===== config.mk =====
export PLATFORM = sky130hd
export DESIGN_NAME = spi_reg_ctrl
export DESIGN_NICKNAME = d
export VERILOG_FILES = /design/src/rtl/spi_pkg.sv /design/src/rtl/spi_addr_ctr.sv /design/src/rtl/spi_reg_ctrl.sv
export SDC_FILE = /design/constraint.sdc
export NUM_CORES = 1
export LEC_CHECK = 0
export BUFFER_PORTS_ARGS = -buffer_cell sky130_fd_sc_hd__clkbuf_2
export CORE_MARGIN = 5
export CORE_UTILIZATION = 45
export DETAILED_ROUTE_END_ITERATION = 6
export PLACE_DENSITY = 0.69
export SYNTH_ARGS = -nofsm -noshare
export SYNTH_HDL_FRONTEND = slang
export SYNTH_HIERARCHICAL = 1
export SYNTH_SLANG_ARGS = --single-unit

===== constraint.sdc =====
create_clock -name clk -period 5.4 [get_ports clk]
set_input_delay 0.54 -clock clk [delete_from_list [all_inputs] [get_ports clk]]
set_output_delay 0.54 -clock clk [all_outputs]
set_load 0.05 [all_outputs]

===== src/rtl/spi_pkg.sv =====
// spi_pkg: constants and types shared by the SPI register controller.
//   spi_state_t  - controller FSM state encoding (also driven on the debug port)
//   CMD_RW_BIT   - command byte bit selecting write (1) or read (0)
//   FILL_BYTE    - byte returned to the master while it writes data
//   STATUS_RST   - message counter value after reset
//   ERR_MAX      - saturation value of the protocol-error counter
package spi_pkg;

  typedef enum logic [1:0] {
    ST_IDLE  = 2'd0,
    ST_CMD   = 2'd1,
    ST_WRITE = 2'd2,
    ST_READ  = 2'd3
  } spi_state_t;

  localparam int          CMD_RW_BIT = 7;
  localparam logic [7:0]  FILL_BYTE  = 8'h00;
  localparam logic [7:0]  STATUS_RST = 8'h00;
  localparam logic [7:0]  ERR_MAX    = 8'hFF;

endpackage


===== src/rtl/spi_addr_ctr.sv =====
// spi_addr_ctr: loadable register-address counter that wraps 2^ADDR_W-1 -> 0.
// Ports:
//   clk, rst  - clock, synchronous active-high reset (counter -> 0)
//   load      - replace the count with load_val
//   load_val  - value used when load is high
//   inc       - add one; combined with load it yields load_val + 1
//   addr      - current count
module spi_addr_ctr #(
  parameter int ADDR_W = 7
) (
  input  logic              clk,
  input  logic              rst,
  input  logic              load,
  input  logic [ADDR_W-1:0] load_val,
  input  logic              inc,
  output logic [ADDR_W-1:0] addr
);

  logic [ADDR_W-1:0] base;

  assign base = load ? load_val : addr;

  always_ff @(posedge clk) begin
    if (rst) begin
      addr <= '0;
    end else if (load || inc) begin
      // Natural modulo-2^ADDR_W overflow provides the wrap.
      addr <= base + {{(ADDR_W-1){1'b0}}, inc};
    end
  end

endmodule


===== src/rtl/spi_reg_ctrl.sv =====
// spi_reg_ctrl: turns SPI bytes into register-file reads and writes.
// A message is: command byte (bit7 = 1 write / 0 read, low bits = address),
// then data bytes (writes) or dummy bytes (reads), with auto-increment.
//
// Handshake: msg_start, msg_end and rx_valid are single-cycle pulses with no
// back-pressure; rx_data is only meaningful while rx_valid is high. The
// register file sees single-cycle reg_wr_en / reg_rd_en strobes and returns
// reg_rdata exactly one cycle after reg_rd_en.
//
// Ports:
//   clk, rst           - clock, synchronous active-high reset
//   msg_start, msg_end - SSEL assert / deassert pulses
//   rx_valid, rx_data  - received byte strobe and value
//   tx_data            - byte shifted out at the next byte boundary
//   reg_addr, reg_wr_en, reg_wdata, reg_rd_en, reg_rdata - register file port
//   busy               - high while not IDLE
//   err_cnt            - saturating count of bytes received outside a message
//   state_dbg          - current FSM state (spi_state_t encoding)
module spi_reg_ctrl
  import spi_pkg::*;
#(
  parameter int ADDR_W = 7
) (
  input  logic              clk,
  input  logic              rst,
  input  logic              msg_start,
  input  logic              msg_end,
  input  logic              rx_valid,
  input  logic [7:0]        rx_data,
  output logic [7:0]        tx_data,
  output logic [ADDR_W-1:0] reg_addr,
  output logic              reg_wr_en,
  output logic [7:0]        reg_wdata,
  output logic              reg_rd_en,
  input  logic [7:0]        reg_rdata,
  output logic              busy,
  output logic [7:0]        err_cnt,
  output logic [1:0]        state_dbg
);

  spi_state_t        state, state_nx;
  logic [7:0]        msg_cnt;
  logic              rd_wait;      // reg_rdata is valid this cycle for our read
  logic [ADDR_W-1:0] cmd_addr;
  logic [ADDR_W-1:0] addr_cnt;     // next address to access in the burst

  logic wr_fire, rd_fire, ctr_load, ctr_inc, err_fire, fill_tx, use_cmd_addr;

  assign cmd_addr  = rx_data[ADDR_W-1:0];
  assign busy      = (state != ST_IDLE);
  assign state_dbg = state;

  spi_addr_ctr #(.ADDR_W(ADDR_W)) u_addr_ctr (
    .clk      (clk),
    .rst      (rst),
    .load     (ctr_load),
    .load_val (cmd_addr),
    .inc      (ctr_inc),
    .addr     (addr_cnt)
  );

  always_ff @(posedge clk) begin
    if (rst) begin
      state <= ST_IDLE;
    end else begin
      state <= state_nx;
    end
  end

  always_comb begin
    state_nx     = state;
    wr_fire      = 1'b0;
    rd_fire      = 1'b0;
    ctr_load     = 1'b0;
    ctr_inc      = 1'b0;
    err_fire     = 1'b0;
    fill_tx      = 1'b0;
    use_cmd_addr = 1'b0;
    if (msg_start) begin
      // A new message wins over everything; a coincident byte is dropped.
      state_nx = ST_CMD;
    end else begin
      if (rx_valid) begin
        unique case (state)
          ST_IDLE: err_fire = 1'b1;
          ST_CMD: begin
            ctr_load = 1'b1;
            if (rx_data[CMD_RW_BIT]) begin
              state_nx = ST_WRITE;
              fill_tx  = 1'b1;
            end else begin
              // Read the command address now; the next dummy byte reads +1.
              state_nx     = ST_READ;
              rd_fire      = 1'b1;
              ctr_inc      = 1'b1;
              use_cmd_addr = 1'b1;
            end
          end
          ST_WRITE: begin
            wr_fire = 1'b1;
            ctr_inc = 1'b1;
          end
          ST_READ: begin
            rd_fire = 1'b1;
            ctr_inc = 1'b1;
          end
          default: state_nx = ST_IDLE;
        endcase
      end
      // A byte arriving with msg_end is still processed above.
      if (msg_end) begin
        state_nx = ST_IDLE;
      end
    end
  end

  always_ff @(posedge clk) begin
    if (rst) begin
      tx_data   <= FILL_BYTE;
      reg_addr  <= '0;
      reg_wr_en <= 1'b0;
      reg_wdata <= 8'h00;
      reg_rd_en <= 1'b0;
      rd_wait   <= 1'b0;
      err_cnt   <= 8'h00;
      msg_cnt   <= STATUS_RST;
    end else begin
      reg_wr_en <= wr_fire;
      reg_rd_en <= rd_fire;
      // A read still in flight when a new message starts is discarded;
      // one in flight across msg_end is allowed to land.
      rd_wait   <= reg_rd_en & ~msg_start;
      if (wr_fire || rd_fire) begin
        reg_addr <= use_cmd_addr ? cmd_addr : addr_cnt;
      end
      if (wr_fire) begin
        reg_wdata <= rx_data;
      end
      if (msg_start) begin
        tx_data <= msg_cnt;
        msg_cnt <= msg_cnt + 8'd1;
      end else if (rd_wait) begin
        tx_data <= reg_rdata;
      end else if (fill_tx) begin
        tx_data <= FILL_BYTE;
      end
      if (err_fire && (err_cnt != ERR_MAX)) begin
        err_cnt <= err_cnt + 8'd1;
      end
    end
  end

endmodule


==> out/qor.yml, run 1 <==
die_w_um: 81
pin_count: 57
rsz0062_at_grt: "false"
cts_root_buf: "clkbuf_8"
grt_pass1_wl_mm: 8.48
fp.dieH_um: 81
drv_slew: 0
cts_resized: 0
fin_cells: 369
synth_top_area_share_pct: 45.0
antenna_cells: 0
setup_viol: 0
status: "completed"
via_count: 1928
cts_made_buffers: 5
via_per_inst: 5.22
tightest_slew_ns: 1.05
setup_tns_ns: 0
portBuffers: 56
slowest_stage: "mux2_2"
ant_nets: 0
path_class: "in -> reg"
ys_ff_latch: 51
cts_sinks: 51
grt_pass1_vias: 1797
timing.critical_path.required_ns: 5.59
clkTransAtPathRegs_ns: 0.09
period_needed_ns: 2.76
syn_area_um2: 2270
wire_per_inst_um: 13.6
synth_seq_area_share_pct: 45.0
design_area_um2: 2720
die-area_um2: 6560
design.core.area_um2: 4820
worstPathCellList: "clkbuf_2 > nand2b_1 > nor3b_1 > buf_4 > mux2_2 > ha_1 > ha_1 > and3_1 > nand4_1 > xor2_1 > o22ai_1"
placed_cells: 361
start_kind: "input pin"
skew_ns: 0.00621
maxSlewHeadroom_pct: 30.0
cp_num_buf_inv: 2
fp-row-count: 25
synth_cell_types: 41
ys_warn_count: 6
place_hpwl_mm: 3.59
yosysTopAreaCell: "dfxtp_1"
top_usage_layer: "met2"
initialDrtViolationCount: 155
overflow: 0
clkLatencyLatePin_ns: 0.30
clock_path_buffers: 2
fin_crit_sh_pct: 51.0
cellLeakagePower_nw: 1.09
area_growth_pct: 19.7
max-cap-violations: 0
cts_max_level: 2
drive_above_1_share_pct: 25.5
peakVddDrop_mv: 0.166
hold_viol_final: 0
final_core_util_pct: 56.4
nets: 326
synth_area_per_cell_um2: 9.11
post_cts_buffers: 0
end_kind: "flop"
p_per_area_nw_per_um2: 269
drc: 0
critPathTopFamily: "simple AND/OR/NAND/NOR gates"
synthesis.nets: 274
holdBufCountCts: 0
grt_util_met1_pct: 20.8
track_usage_pct: 16.2
antenna_found_initial: 0
met3_usage_pct: 3.88
hold_path.class: "in -> reg"
syn_inst: 249
path_common_cell: "ha_1"
postPlaceCellArea_um2: 2600
ys_top_cells_by_area: "dfxtp_1, nor2_1, xor2_1, nand2_1, mux2i_1"
wirelength_mm: 5.01
grt_max_degree: 52
start_util_pct: 47.1
fmax_ghz: 0.363
grt_util_met2_pct: 27.7
place.gp.congestion: 0.827
tritoncts: "built"
crit_fanout: 22
slowest_delay_ns: 0.35
power_mw: 0.729
cp.arrival_ns: 2.94
drtPass1Iterations: 4
[worst register-to-register path: cells and delay by family (launching register included)]
| kind | cells | cell delay (ns) |
|---|---|---|
| XOR/XNOR | 1 | 0.15 |
| AO/OA/AOI/OAI | 1 | 0.09 |
| multiplexers | 1 | 0.35 |
| flip-flops | 1 | 0.58 |
| AND/OR/NAND/NOR | 3 | 0.51 |
| adder cells (fa/ha/maj) | 2 | 0.49 |
| buffers and inverters | 1 | 0.22 |
[power by group]
| group | leakage (nW) | switching, mW | internal (mW) |
|---|---|---|---|
| clock | 0.0612 | 0.121 | 0.150 |
| combinational | 0.614 | 0.0454 | 0.0227 |
| sequential | 0.412 | 0.00749 | 0.383 |
[placed cells by master (no fill, tap or decap), types with 7 or more instances in the layout]
cell / n
xnor2_1: 7
a21oi_1: 12
a211oi_1: 8
clkbuf_2: 56
nor2_1: 37
xor2_1: 15
a222oi_1: 8
nand2_1: 28
mux2i_1: 10
dfxtp_1: 51
[cell type report]
type / count / area, um^2
Clock buffer: 6 / 82.6
Clock inverter: 2 / 35.0
Fill cell: 492 / 2100
Inverter: 2 / 7.51
Multi-Input combinational cell: 183 / 1190
Sequential cell: 51 / 1020
Tap cell: 67 / 83.8
Timing Repair Buffer: 58 / 295
[stage by stage]
stage / setup slack [ns] / hold slack, ns
detailed placement: 2.34 / 0.445
CTS: 2.65 / 0.432
global route: 2.47 / 0.454
floorplan: 2.73 / 0.436
global placement: 2.41 / 0.444
finish: 2.64 / 0.441
[synthesized netlist by cell type, drive strengths merged]
library cell	instances
dfxtp	51
nor2	38
nand2	28
xor2	15
a21oi	12
mux2i	10
a211oi	9
a222oi	8
clkbuf	7
nand4	7
xnor2	7
buf	6
and3	5
o21ai	5
ha	4
nand2b	4
nand3	4
and2	2
inv	2
mux2	2
nor2b	2
nor3b	2
nor4b	2
o2111ai	2
o211ai	2
o22ai	2
or2	2
or3	2
a2111oi	1
a311oi	1
a31oi	1
and3b	1
and4	1
nor3	1
nor4	1
[kinds of logic after synthesis]
kind of cell,synth area share [%]
adders and majority gates,2.21
and+or+nand+nor,22.2
AOI/OAI and AO/OA,14.0
muxes,5.41
buffers and inverters,2.76
DFF,45.0
xor gates and xnor gates,8.49
[layer usage]
| layer | part of all wire [%] | vias to the layer above |
|---|---|---|
| met5 | 0 | - |
| met4 | 0.72 | 0 |
| met3 | 5.5 | 6 |
| met2 | 47 | 49 |
| met1 | 47 | 884 |
| li1 | - | 989 |
[flip-flops by register name (all words and copies together), names as in the netlist]
signal / flops
tx_data: 8
u_addr_ctr/addr: 7
state_dbg: 2
reg_rd_en: 1
reg_wdata: 8
err_cnt: 8
reg_addr: 7
rd_wait: 1
reg_wr_en: 1
msg_cnt: 8
[final timing paths]
check	from	end	slack, ns	cells past startpoint
hold reg to reg	reg_wdata[4]	reg_wdata[4]	0.46	2
setup / recovery	msg_start	u_addr_ctr/addr[6]	2.64	11
hold / removal	msg_end	state_dbg[1]	0.44	2
setup reg to reg	state_dbg[0]	u_addr_ctr/addr[6]	2.89	9
Power figures use the tool's default switching activity.
==> run 2: changes to the inputs <==
PLACE_DENSITY = 0.72   (was 0.69)
clock period = 2.5 ns   (was 5.4 ns; I/O delays follow)
==> out/qor.yml, run 2 (synthesis results as in run 1) <==
path_common_cell: "ha_1"
timing.critical_path.required_ns: 2.69
clock_path_buffers: 2
final_common_cell: "clkbuf_2"
drtPass1Iterations: 5
area_growth_pct: 20.7
antenna_found_initial: 0
seq_power_share_pct: 55.7
worstReg2RegEnd: "u_addr_ctr/addr[6]"
fill_cells: 478
hold_path.class: "in -> reg"
cp_num_buf_inv: 0
cts_root_buf: "clkbuf_8"
drv_slew: 0
grt_pass1_vias: 1884
cts_resized: 0
clkPwrFrac_pct: 33.9
postPlaceCellArea_um2: 2640
wirelength_mm: 5.25
final_core_util_pct: 56.9
cts_made_buffers: 5
slowest_stage: "dfxtp_2"
worstPathCellList: "nor3b_1 > mux2_2 > ha_1 > ha_1 > and3_1 > nand4_1 > xor2_1 > o22ai_1"
setup_viol: 0
maxSlewHeadroom_pct: 46.4
crit_fanout: 7
place_hpwl_mm: 3.84
area.sequential_um2: 1020
die_w_um: 81
cp.arrival_ns: 2.39
via_per_inst: 5.25
holdBufCountCts: 0
die-area_um2: 6560
grt_max_degree: 39
place.gp.congestion: 0.869
fmax_ghz: 0.456
drive_above_1_share_pct: 27.0
peakVddDrop_mv: 0.249
design_area_um2: 2740
design.core.area_um2: 4820
p_comb_share_pct: 10.4
ant_nets: 0
clkTransAtPathRegs_ns: 0.09
finalWorstSetupSlack_ns: 0.306
grt_pass1_wl_mm: 8.74
multiInputGateArea_um2: 1190
wire_per_inst_um: 14.0
final_cell_mix: "clkbuf_2, dfxtp_1, nor2_1"
period_needed_ns: 2.19
nets: 331
status: "completed"
ff2ff_setup_slack_ns: 0.31
internal-power_mw: 1.13
post_cts_buffers: 0
p_sw_share_pct: 24.9
fin_crit_sh_pct: 87.8
worstHoldStart: "msg_end"
start_util_pct: 47.1
power_mw: 1.51
cellLeakagePower_nw: 1.10
portBuffers: 56
critPathTopFamily: "simple AND/OR/NAND/NOR gates"
slowest_delay_ns: 0.38
tightest_slew_ns: 0.804
skew_ns: 0.00616
pre_cts_ws_ns: 0.121
setup_tns_ns: 0
start_kind: "flop"
r2r-start: "state_dbg[1]"
track_usage_pct: 16.9
fp-row-count: 25
holdPathEnd: "state_dbg[1]"
fp.dieH_um: 81
hold_viol_final: 0
initialDrtViolationCount: 182
cts_sinks: 51
drc: 0
path_class: "reg -> reg"
max-cap-violations: 0
clkLatencyLatePin_ns: 0.30
rsz0062_at_grt: "false"
end_kind: "flop"
p_per_area_nw_per_um2: 551
p_sw_mw: 0.376
tritoncts: "built"
cts_max_level: 2
overflow: 0
pin_count: 57
reg2reg_depth: 8
via_count: 1963
antenna_cells: 0
whs_path_depth: 2
## run 2: through the flow
step,hold WS [ns],instances
global placement,0.440,366
finish,0.124,374
detailed placement,0.448,366
CTS,0.118,374
floorplan,0.315,249
global route,0.125,374
## run 2: worst max path at each step
| stage | from | end | slack, ns | cells after the start |
|---|---|---|---|---|
| 6_report | state_dbg[1] | u_addr_ctr/addr[6] | 0.31 | 8 |
| 5_1_grt | state_dbg[1] | u_addr_ctr/addr[4] | 0.14 | 8 |
| 4_1_cts | state_dbg[1] | u_addr_ctr/addr[6] | 0.31 | 8 |
| 3_5_place_dp | msg_start | u_addr_ctr/addr[6] | 0.12 | 10 |
| 3_3_place_gp | msg_start | u_addr_ctr/addr[6] | 0.18 | 10 |
| 2_1_floorplan | state_dbg[0] | u_addr_ctr/addr[6] | 0.009 | 9 |
## run 2: layer usage
metal  track usage [%]  vias up  wire, um
li1                  -      993         -
met2              27.1       51      2430
met4              4.90        0        61
met1              22.7      912      2500
met5                 0        -         0
met3              3.77        7       255
## run 2: cell type report
cell class              count  share of cell area, %
clock buffers               8                   3.65
inverters                   2                  0.274
multi-input cells         183                   43.5
well taps                  67                   3.06
repair buffers             63                   12.2
flip-flops and latches     51                   37.4
## run 2: worst register-to-register path, delay by kind of cell (launching register included)
kind            cells  cell delay [ns]
simple gates        3             0.60
flops               1             0.38
mux                 1             0.37
xor+xnor            1             0.14
fa+ha+maj           2             0.50
compound gates      1             0.09
## run 2: power by group through the flow
| stage | combinational (mW) | sequential [mW] | clock, mW |
|---|---|---|---|
| global placement | 0.155 | 0.859 | 0 |
| floorplan | 0.0736 | 0.886 | 0 |
| global route | 0.171 | 0.843 | 0.561 |
| CTS | 0.157 | 0.840 | 0.525 |
| detailed placement | 0.156 | 0.859 | 0 |
| finish | 0.157 | 0.840 | 0.512 |
==> run 3: changes to the inputs <==
CORE_UTILIZATION = 47   (was 45)
PLACE_DENSITY = 0.75   (was 0.72)
SLEW_MARGIN = 15   (was not set)
==> out/qor.yml, run 3 (synthesis results as in run 1) <==
fin_cells: 361
tritoncts: "built"
holdPathEnd: "state_dbg[1]"
worstHoldStart: "msg_end"
fp-row-count: 25
tightest_slew_ns: 0.731
cts_resized: 0
crit_fanout: 7
power_mw: 1.46
ant_nets: 0
drive_above_1_share_pct: 27.4
placed_cells: 353
clkLatencyLatePin_ns: 0.30
internal-power_mw: 1.07
place_hpwl_mm: 3.72
pre_cts_ws_ns: 0.166
cts_made_buffers: 5
via_count: 1978
setup_viol: 0
via_per_inst: 5.48
cp.arrival_ns: 2.35
antenna_cells: 0
drc: 0
peakVddDrop_mv: 0.225
cts_root_buf: "clkbuf_8"
post_cts_buffers: 0
finalWorstSetupSlack_ns: 0.347
fmax_ghz: 0.465
design.core.area_um2: 4690
initialDrtViolationCount: 119
cts_sinks: 51
r2r-start: "state_dbg[1]"
start_kind: "flop"
p_sw_mw: 0.389
area.sequential_um2: 1020
pin_count: 57
die-area_um2: 6320
final_cell_mix: "clkbuf_2, dfxtp_1, nor2_1"
timing.critical_path.required_ns: 2.70
drv_slew: 0
fp.dieH_um: 79.5
overflow: 0
drtPass1Iterations: 4
grt_pass1_vias: 1874
period_needed_ns: 2.15
worstReg2RegEnd: "u_addr_ctr/addr[6]"
wirelength_mm: 5.13
clock_path_buffers: 2
place.gp.congestion: 0.833
hold_path.class: "in -> reg"
antenna_found_initial: 0
p_comb_share_pct: 10.6
wire_per_inst_um: 14.2
ff2ff_setup_slack_ns: 0.35
grt_max_degree: 38
cts_max_level: 2
end_kind: "flop"
track_usage_pct: 16.7
status: "completed"
holdBufCountCts: 0
start_util_pct: 48.3
final_core_util_pct: 57.8
fin_crit_sh_pct: 86.1
skew_ns: 0.00740
reg2reg_depth: 8
portBuffers: 56
clkPwrFrac_pct: 32.0
die_w_um: 79.5
path_class: "reg -> reg"
rsz0062_at_grt: "false"
hold_viol_final: 0
seq_power_share_pct: 57.4
final_common_cell: "clkbuf_2"
fill_cells: 428
multiInputGateArea_um2: 1190
p_per_area_nw_per_um2: 540
area_growth_pct: 19.5
grt_pass1_wl_mm: 8.45
max-cap-violations: 0
clkTransAtPathRegs_ns: 0.09
maxSlewHeadroom_pct: 51.3
setup_tns_ns: 0
cp-startpoint: "state_dbg[1]"
cellLeakagePower_nw: 1.09
nets: 331
whs_path_depth: 2
p_sw_share_pct: 26.6
[run 3: cell types whose count changed in the layout (fill, tap and decap cells not counted), sizes merged]
cell	change
clkbuf	-3
clkinv	+1
clkinvlp	+2
[run 3: worst max-delay path, stage by stage, from the launching register on]
cell	delay (ns)
dfxtp_2	0.39
nor3b_1	0.28
mux2_2	0.37
ha_1	0.23
ha_1	0.26
and3_1	0.18
nand4_1	0.10
xor2_1	0.15
o22ai_1	0.09
[run 3: cell type report]
class                           instances  share of cell area, %
Tap cell                               54                   2.49
Clock buffer                            5                   2.54
Sequential cell                        51                   37.7
Multi-Input combinational cell        183                   43.9
Clock inverter                          3                  0.738
Inverter                                2                  0.277
Timing Repair Buffer                   63                   12.3
[run 3: how the worst max path moves through the flow]
| stage | endpoint | slack, ns | cells past startpoint |
|---|---|---|---|
| final | u_addr_ctr/addr[6] | 0.35 | 8 |
| after global routing | u_addr_ctr/addr[6] | 0.20 | 8 |
| after CTS | u_addr_ctr/addr[6] | 0.35 | 8 |
| after detailed placement | u_addr_ctr/addr[6] | 0.17 | 10 |
| after global placement | u_addr_ctr/addr[6] | 0.19 | 10 |
| after floorplan | u_addr_ctr/addr[6] | 0.009 | 9 |
[run 3: stage by stage]
step | cell area, um^2 | hold slack (ns)
2_1_floorplan | 2270 | 0.315
3_3_place_gp | 2620 | 0.434
3_5_place_dp | 2620 | 0.440
4_1_cts | 2710 | 0.107
5_1_grt | 2710 | 0.125
6_report | 2710 | 0.112
[run 3: layer usage]
layer	up-vias	share of wire [%]	GRT usage [%]
li1	996	-	-
met1	931	47	21.7
met2	45	47	28.0
met3	6	5.2	3.39
met4	0	0.90	4.64
met5	-	0	0
[run 3: power by group through the flow]
stage / registers, mW / clock network, mW / logic, mW
after floorplan: 0.886 / 0 / 0.0736
final: 0.840 / 0.469 / 0.155
after global placement: 0.859 / 0 / 0.154
after CTS: 0.841 / 0.485 / 0.157
after detailed placement: 0.859 / 0 / 0.156
after global routing: 0.843 / 0.517 / 0.168
